[config.mk]
export PLATFORM = sky130hd
export DESIGN_NAME = rob_alloc_tracker
export DESIGN_NICKNAME = d
export VERILOG_FILES = /design/src/rtl/rob_alloc_tracker.sv
export SDC_FILE = /design/constraint.sdc
export NUM_CORES = 1
export LEC_CHECK = 0
export ABC_AREA = 1
export CORE_MARGIN = 2
export CORE_UTILIZATION = 55
export DETAILED_ROUTE_END_ITERATION = 7
export DONT_BUFFER_PORTS = 1
export GPL_ROUTABILITY_DRIVEN = 0
export PLACE_DENSITY = 0.7
export SLEW_MARGIN = 20
export SYNTH_ARGS = -nofsm -noshare
export SYNTH_HDL_FRONTEND = slang
export SYNTH_SLANG_ARGS = --single-unit
[constraint.sdc]
create_clock -name clk -period 5.85 [get_ports clk]
set_input_delay 0.585 -clock clk [delete_from_list [all_inputs] [get_ports clk]]
set_output_delay 0.585 -clock clk [all_outputs]
set_load 0.05 [all_outputs]
[src/rtl/rob_alloc_tracker.sv]
// Decode-side ROB allocation tracker: owns the tail pointer and occupancy count, and keeps a
// per-register scoreboard of in-flight producer tags that follows ROB commits and nukes.
module rob_alloc_tracker #(
    parameter int ROB_SIZE = 10,
    parameter int IDX_W    = 4,
    parameter int CNT_W    = 4,
    parameter int NUM_REGS = 32
) (
    input  logic             clk,
    input  logic             reset,
    input  logic             in_alloc_req,
    input  logic             in_stall,
    input  logic [4:0]       in_alloc_rd,
    input  logic             in_alloc_writes_rd,
    input  logic [4:0]       in_rs1,
    input  logic [4:0]       in_rs2,
    input  logic             in_commit,
    input  logic [IDX_W-1:0] in_commit_idx,
    input  logic             in_nuke,
    output logic             out_alloc,
    output logic [IDX_W-1:0] out_alloc_idx,
    output logic             out_full,
    output logic             out_empty,
    output logic [CNT_W-1:0] out_count,
    output logic             out_rs1_pending,
    output logic [IDX_W-1:0] out_rs1_tag,
    output logic             out_rs2_pending,
    output logic [IDX_W-1:0] out_rs2_tag,
    output logic             out_order_err
);

    logic [IDX_W-1:0]    head;
    logic [IDX_W-1:0]    tail;
    logic [CNT_W-1:0]    count;
    logic [NUM_REGS-1:0] pend;
    logic [IDX_W-1:0]    tag [NUM_REGS];
    logic                err;

    logic                fire;
    logic                commit_req;
    logic                legal_commit;
    logic                illegal_commit;
    logic [NUM_REGS-1:0] alloc_hit;
    logic [NUM_REGS-1:0] commit_hit;

    function automatic logic [IDX_W-1:0] wrap_inc(input logic [IDX_W-1:0] p);
        return (p == IDX_W'(ROB_SIZE - 1)) ? '0 : p + IDX_W'(1);
    endfunction

    // Allocation handshake: in_alloc_req is valid, (!out_full & !in_stall & !in_nuke) is ready;
    // an entry transfers (out_alloc=1) only when both are high, and the entry handed over in
    // that cycle is out_alloc_idx. Full is taken from the registered count, so a same-cycle
    // commit never opens a slot for the current request.
    assign out_full       = (count == CNT_W'(ROB_SIZE));
    assign out_empty      = (count == '0);
    assign fire           = in_alloc_req & ~in_stall & ~out_full & ~in_nuke;
    assign commit_req     = in_commit & ~in_nuke;
    assign legal_commit   = commit_req & ~out_empty & (in_commit_idx == head);
    assign illegal_commit = commit_req & ~legal_commit;

    assign out_alloc      = fire;
    assign out_alloc_idx  = tail;
    assign out_count      = count;
    assign out_order_err  = err;

    always_comb begin
        alloc_hit = '0;
        if (fire && in_alloc_writes_rd && (in_alloc_rd != '0))
            alloc_hit[in_alloc_rd] = 1'b1;
    end

    // Commit matches use the pre-update tags, so a same-cycle re-allocation of rd survives.
    always_comb begin
        commit_hit = '0;
        for (int r = 0; r < NUM_REGS; r++)
            commit_hit[r] = legal_commit & pend[r] & (tag[r] == in_commit_idx);
    end

    always_ff @(posedge clk or negedge reset) begin
        if (!reset) begin
            head  <= '0;
            tail  <= '0;
            count <= '0;
            err   <= 1'b0;
        end else begin
            if (illegal_commit)
                err <= 1'b1;
            if (in_nuke) begin
                head  <= '0;
                tail  <= '0;
                count <= '0;
            end else begin
                if (fire)
                    tail <= wrap_inc(tail);
                if (legal_commit)
                    head <= wrap_inc(head);
                count <= count + CNT_W'(fire) - CNT_W'(legal_commit);
            end
        end
    end

    always_ff @(posedge clk or negedge reset) begin
        if (!reset) begin
            pend <= '0;
            for (int r = 0; r < NUM_REGS; r++)
                tag[r] <= '0;
        end else if (in_nuke) begin
            pend <= '0;
            for (int r = 0; r < NUM_REGS; r++)
                tag[r] <= '0;
        end else begin
            for (int r = 0; r < NUM_REGS; r++) begin
                if (alloc_hit[r]) begin
                    pend[r] <= 1'b1;
                    tag[r]  <= tail;
                end else if (commit_hit[r]) begin
                    pend[r] <= 1'b0;
                    tag[r]  <= '0;
                end
            end
        end
    end

    // x0 is never set in pend, but the explicit check keeps the lookup independent of that.
    assign out_rs1_pending = (in_rs1 != '0) & pend[in_rs1];
    assign out_rs1_tag     = out_rs1_pending ? tag[in_rs1] : '0;
    assign out_rs2_pending = (in_rs2 != '0) & pend[in_rs2];
    assign out_rs2_tag     = out_rs2_pending ? tag[in_rs2] : '0;

endmodule

* Yosys cells after proc, flatten, opt, wreduce, memory -nomap -nowiden *
Cells that the tools add are included.

storage, ports and cells
  register bits = 173
  input port bits = 26
  output and inout bits = 22
  logic and storage cells = 387

cells by class
  add/subtract/negate cells = 4
  order comparisons = 6
  equality and inequality tests = 36
  muxes and demuxes = 152
  bitwise gates (word level) = 80
  reductions and logical operators = 41

operator list
  cell                   number
  $mux W4                77
  $eq A4 B4 Y1           33
  $mux W128              1
  $reduce_bool A3 Y1     32
  $and A1 B1 Y1          73
  $mux W1                67
  $mux W32               2
  $bmux W4 S5            2
  $lt A5 B6 Y1 const B   3
  $reduce_bool A5 Y1     3
  $eq A4 B4 Y1 const B   3
  $ge A6 B6 Y1 const B   2
  $not A5 Y6             2
  $bmux W1 S5            2
  $add A4 B1 Y4 const B  2
  $demux W1 S5           1
  $ge A5 B1 Y1 const B   1
  $not A1 Y1             5
  $add A4 B1 Y4          1
  $logic_not A4 Y1       1
  $reduce_bool A2 Y1     2
  $sub A4 B1 Y4          1
  $logic_and A1 B1 Y1    3

* Logic depth before layout (Yosys ltp) *
  depth in word-level cells = 9
  depth in mapped cells = 15
  gate-level depth less buffers = 14

* Worst setup path after synthesis *
Ideal clock, no wire load.

  path kind = register to register
  start point = reg count[2], in the netlist out_count[2]
  end point = reg count[2], in the netlist out_count[2]
  library setup time = 0.119 ns
  arrival = 2.758 ns
  data required time = 5.731 ns
  setup slack = 2.973 ns
  cell stages (with the launch flop) = 15
  path buffers = 1
  clock period less this slack = 2.877 ns
  cell sequence = dfrtp_1 > inv_1 > ha_1 > nand3_1 > inv_1 > nor2_1 > nand2_1 > nor2_4 > buf_4 > ha_1 > inv_1 > ha_1 > fa_1 > xnor2_1 > nor2_1

between the ends
  elaborated cells on any way between the ends = 11
  those cells by class = 2 x add/sub; 1 x eq/ne; 1 x mux; 6 x bitwise; 1 x reduce/logical

RTL lines
  element                     line  text
  start, declared             34    logic [CNT_W-1:0] count;
  start signal, assigned      97    count <= count + CNT_W'(fire) - CNT_W'(legal_commit);
  $logic_not A4 Y1            55    assign out_empty = (count == '0);
  net out_empty               23    output logic out_empty,
  $not A1 Y1                  58    assign legal_commit = commit_req & ~out_empty & (in_commit_idx == head);
  $and A1 B1 Y1 (2 in a row)  58
  $sub A4 B1 Y4               97
  $mux W4                     88    if (in_nuke) begin

The timed path passes the listed nets, and every way through them passes these cells.
A chain may end at the register's enable or synchronous reset.

* Final worst setup path *
  start point = in in_rs1[0]
  end point = out out_rs1_tag[2]

between the ends
  longest elaborated chain between the ends = 5
  elaborated cells on any way between the ends = 9
  those cells by class = 6 x mux; 2 x bitwise; 1 x reduce/logical

RTL lines
  element                                     line  text
  start, declared                             15    input logic [4:0] in_rs1,
  $not A5 Y6 (not written as such)            126   assign out_rs1_tag = out_rs1_pending ? tag[in_rs1] : '0;
  $bmux W4 S5                                 126
  $mux W4 (not written as such) (2 in a row)  126
  $mux W4 *                                   126
  end, declared                               26    output logic [IDX_W-1:0] out_rs1_tag,

Every way passes the cells marked *; elsewhere a longest branch is shown, timed or not. The select of a mux whose other input is x is not followed.

==> metrics.md <==
| Metric | Value |
|---|---|
| Synth top area cells | `dfrtp_1 34%, nand2_1 24%, nand3_1 12%` |
| DR vias | `13340` |
| CP max stage delay | `0.82 ns` |
| Post-CTS sizing | `0` |
| Slowest-stage cell, CP | `a21oi_1` |
| Max transition margin | `28.53%` |
| Slew Limit Fails | `0` |
| Hpwl dp | `27220 um` |
| Site Rows | `55` |
| Number of synthesized flops with an enable pin | `0` |
| Max Fclk | `270.1 MHz` |
| Synthesized area | `12700 um^2` |
| Crit-path leading delay family | `buffers and inverters` |
| Min cycle time layout | `3.703 ns` |
| Final Power | `0.002813 W` |
| Overall routing resource usage | `35.79%` |
| Seq/Total Area, Yosys | `34.08%` |
| DR WL/cell | `19.46 um` |
| Global-route wire length before repair | `68170 um` |
| Failing checks | `DRC` |
| Number of remaining DRC errors | `3` |
| Peak supply drop | `0.1920 mV` |
| Max cap viols | `0` |
| Die extent in y | `156.0 um` |
| TritonCTS Buffers | `17` |
| Status | `finished with violations` |
| Fin Setup TNS | `0 ns` |
| Worst-margin pin slew | `1.071 ns` |
| Share of the synthesized area in the top cell type | `34.08%` |
| Input/output buffers | `0` |
| Core Area | `22640 um^2` |
| Non-Filler Instances | `2182` |
| Syn Area/Cell | `6.441 um^2` |
| Detail Route Antenna Nets | `0` |
| Ys async rst share | `100.0%` |
| I/O pin cnt | `48` |
| Syn Inst Count | `1972` |
| Post-CTS Hold Fix Bufs | `1` |
| Fin util | `58.53%` |
| Worst EP required | `5.27 ns` |
| Antenna violations before repair | `0` |
| Share of layout cells above drive strength 1 | `5.324%` |
| DIE AREA | `24330 um^2` |
| Vias in the first global route | `12410` |
| Top cell type by total area after synthesis | `dfrtp_1` |
| Setup Crit Path Kind | `in -> out` |
| Crit share post-route | `63.30%` |
| Top_reg_cell synth | `dfrtp_1` |
| DP Worst Slack | `2.292 ns` |
| Setup ws final | `2.147 ns` |
| Final hold vios | `0` |
| Crit Path Max Fanout | `85` |
| Antenna cells | `0` |
| Final-stage net count | `1921` |
| CTS tree | `yes` |
| Yosys cell types | `32` |
| Final Setup Violations | `0` |
| Post-synth net total | `2009` |
| Crit-path most repeated cell | `nand2_1` |
| Die span in x | `156.0 um` |
| Pre-antenna DRT Iters | `8` |
| H-tree depth | `4` |
| Pin count of the biggest net entering global routing | `174` |
| Critical-path cell list | `inv_2 -> buf_4 -> nand2_1 -> nand3_1 -> nand2_1 -> nand2_1 -> nand2_1 -> inv_1 -> nand2_1 -> nand2_1 -> nand2_1 -> a21oi_1` |
| RSZ-0062 raised after global routing | `no` |
| Area Overhead vs Synth | `4.325%` |
| Most frequent cell after synthesis | `nand2_1` |
| DP Cell Count | `2149` |
| Total wire length | `42470 um` |
| Clk_skew | `0.01763 ns` |
| CTS Sinks | `173` |
| Startpoint types | `input port` |
| Root Driver | `clkbuf_16` |
| CP arrival | `3.12 ns` |
| Worst setup EP type | `output pin` |
| Register clock-pin slew on the reported worst setup and hold paths | `0.08 ns` |
| Vias per inst | `6.112` |
| Setup repair bufs after CTS | `0` |
| Effective utilization at floorplan | `56.10%` |
| Power Dens Cells | `212.2 nW/um^2` |
| Syn. warnings | `0` |
| GR Overflow Total | `0` |
| CP bufs+invs | `3` |
| Worst skew pair latency | `0.46 ns` |
| Yosys reg bits | `173` |
| Worst hold path class | `in -> async` |
| P_leak | `6.498 nW` |
| CTS Buffer Depth | `2` |
| Top cells by count, synth | `825 x nand2_1, 316 x nand3_1, 173 x dfrtp_1` |
| Starting DRT DRC Count | `1787` |
==> cell families (layout without fill, tap and decap cells) <==
kind of cell / Yosys count / after routing / share of synthesized area [%]
flip-flops: 173 / 173 / 34.08
XOR/XNOR: 74 / 74 / 5.102
buffers and inverters: 244 / 169 / 7.811
AO/OA/AOI/OAI: 90 / 90 / 4.413
AND/OR/NAND/NOR: 1380 / 1380 / 47.45
adder cells (fa/ha/maj): 11 / 11 / 1.143
==> metrics by stage <==
step | instance area (um^2) | hold slack, ns
6_report | 13250 | 0.1633
5_1_grt | 13250 | 0.1629
4_1_cts | 13250 | 0.1734
3_5_place_dp | 12640 | 0.2990
3_3_place_gp | 12630 | 0.2983
2_1_floorplan | 12700 | 0.2894
==> cells in the final DEF (no fill, tap or decap), types with 2 or more instances in the layout <==
cell type and count:
a21o_1 2, a21oi_1 35, a21oi_2 4, a31oi_1 2
buf_4 12, clkbuf_16 17, clkinv_1 4, clkinv_4 5
clkinv_8 2, dfrtp_1 169, dfrtp_2 4, ha_1 10
inv_1 106, inv_2 13, inv_6 2, inv_8 5
nand2_1 825, nand3_1 316, nand3_2 4, nand4_1 126
nor2_1 70, nor2_2 4, o211ai_1 38, o21ai_0 3
o21ai_1 2, o22ai_1 3, or2_1 8, or2_2 23
xnor2_1 68, xor2_1 6
==> layout make-up <==
| type | count | area [um^2] |
|---|---|---|
| clock inverters | 14 | 150.1 |
| repair buffers | 13 | 117.6 |
| inverters | 124 | 467.9 |
| multi-input cells | 1555 | 7396 |
| fillers | 2158 | 9389 |
| flip-flops and latches | 173 | 4334 |
| well taps | 285 | 356.6 |
| clock buffers | 18 | 429.2 |
==> sequential cells by signal, indices dropped and copies added, names as in the netlist <==
register       flops
pend              32
head               4
out_count          4
out_alloc_idx      4
tag              128
out_order_err      1
==> layer usage <==
layer,global-route usage [%],up-vias,wire [um],share of wire [%]
li1,-,6271,-,-
met1,49.92,6230,18140,43
met2,53.39,714,18300,43
met3,8.333,122,4444,10
met4,15.16,0,1584,3.7
met5,0,-,0,0
==> worst reg2reg max path, stage by stage, from the launching register on <==
cell and delay, ns:
dfrtp_1 0.64, inv_1 0.16, ha_1 0.23, nand3_1 0.08, inv_1 0.22, nor2_1 0.18, nand2_1 0.10, nor2_4 0.08
buf_4 0.47, ha_1 0.27, inv_1 0.06, ha_1 0.26, a21o_1 0.15, a21oi_1 0.17, o21ai_0 0.10, a21oi_1 0.15
==> report_power, final <==
part / switching [W] / total, W / internal [W]
clock: 0.000582 / 0.00115 / 0.000572
combinational: 0.000308 / 0.000413 / 0.000104
sequential: 0.0000428 / 0.00125 / 0.00120
total: 0.000933 / 0.00281 / 0.00188
==> worst paths after layout <==
path	from	endpoint	slack, ns	depth (start not counted)
worst min-delay path	reset	pend[2]$_DFFE_PN0P_	0.16	1
min in group clk	in_nuke	out_count[1]$_DFF_PN0_	0.18	1
worst max-delay path	in_rs1[0]	out_rs1_tag[2]	2.15	12
max in group asynchronous	reset	pend[13]$_DFFE_PN0P_	5.00	1
worst min register to register	pend[10]$_DFFE_PN0P_	pend[10]$_DFFE_PN0P_	0.50	2
worst max register to register	out_count[2]$_DFF_PN0_	out_count[3]$_DFF_PN0_	2.46	15
No activity file was read; power rests on OpenSTA's default activity.
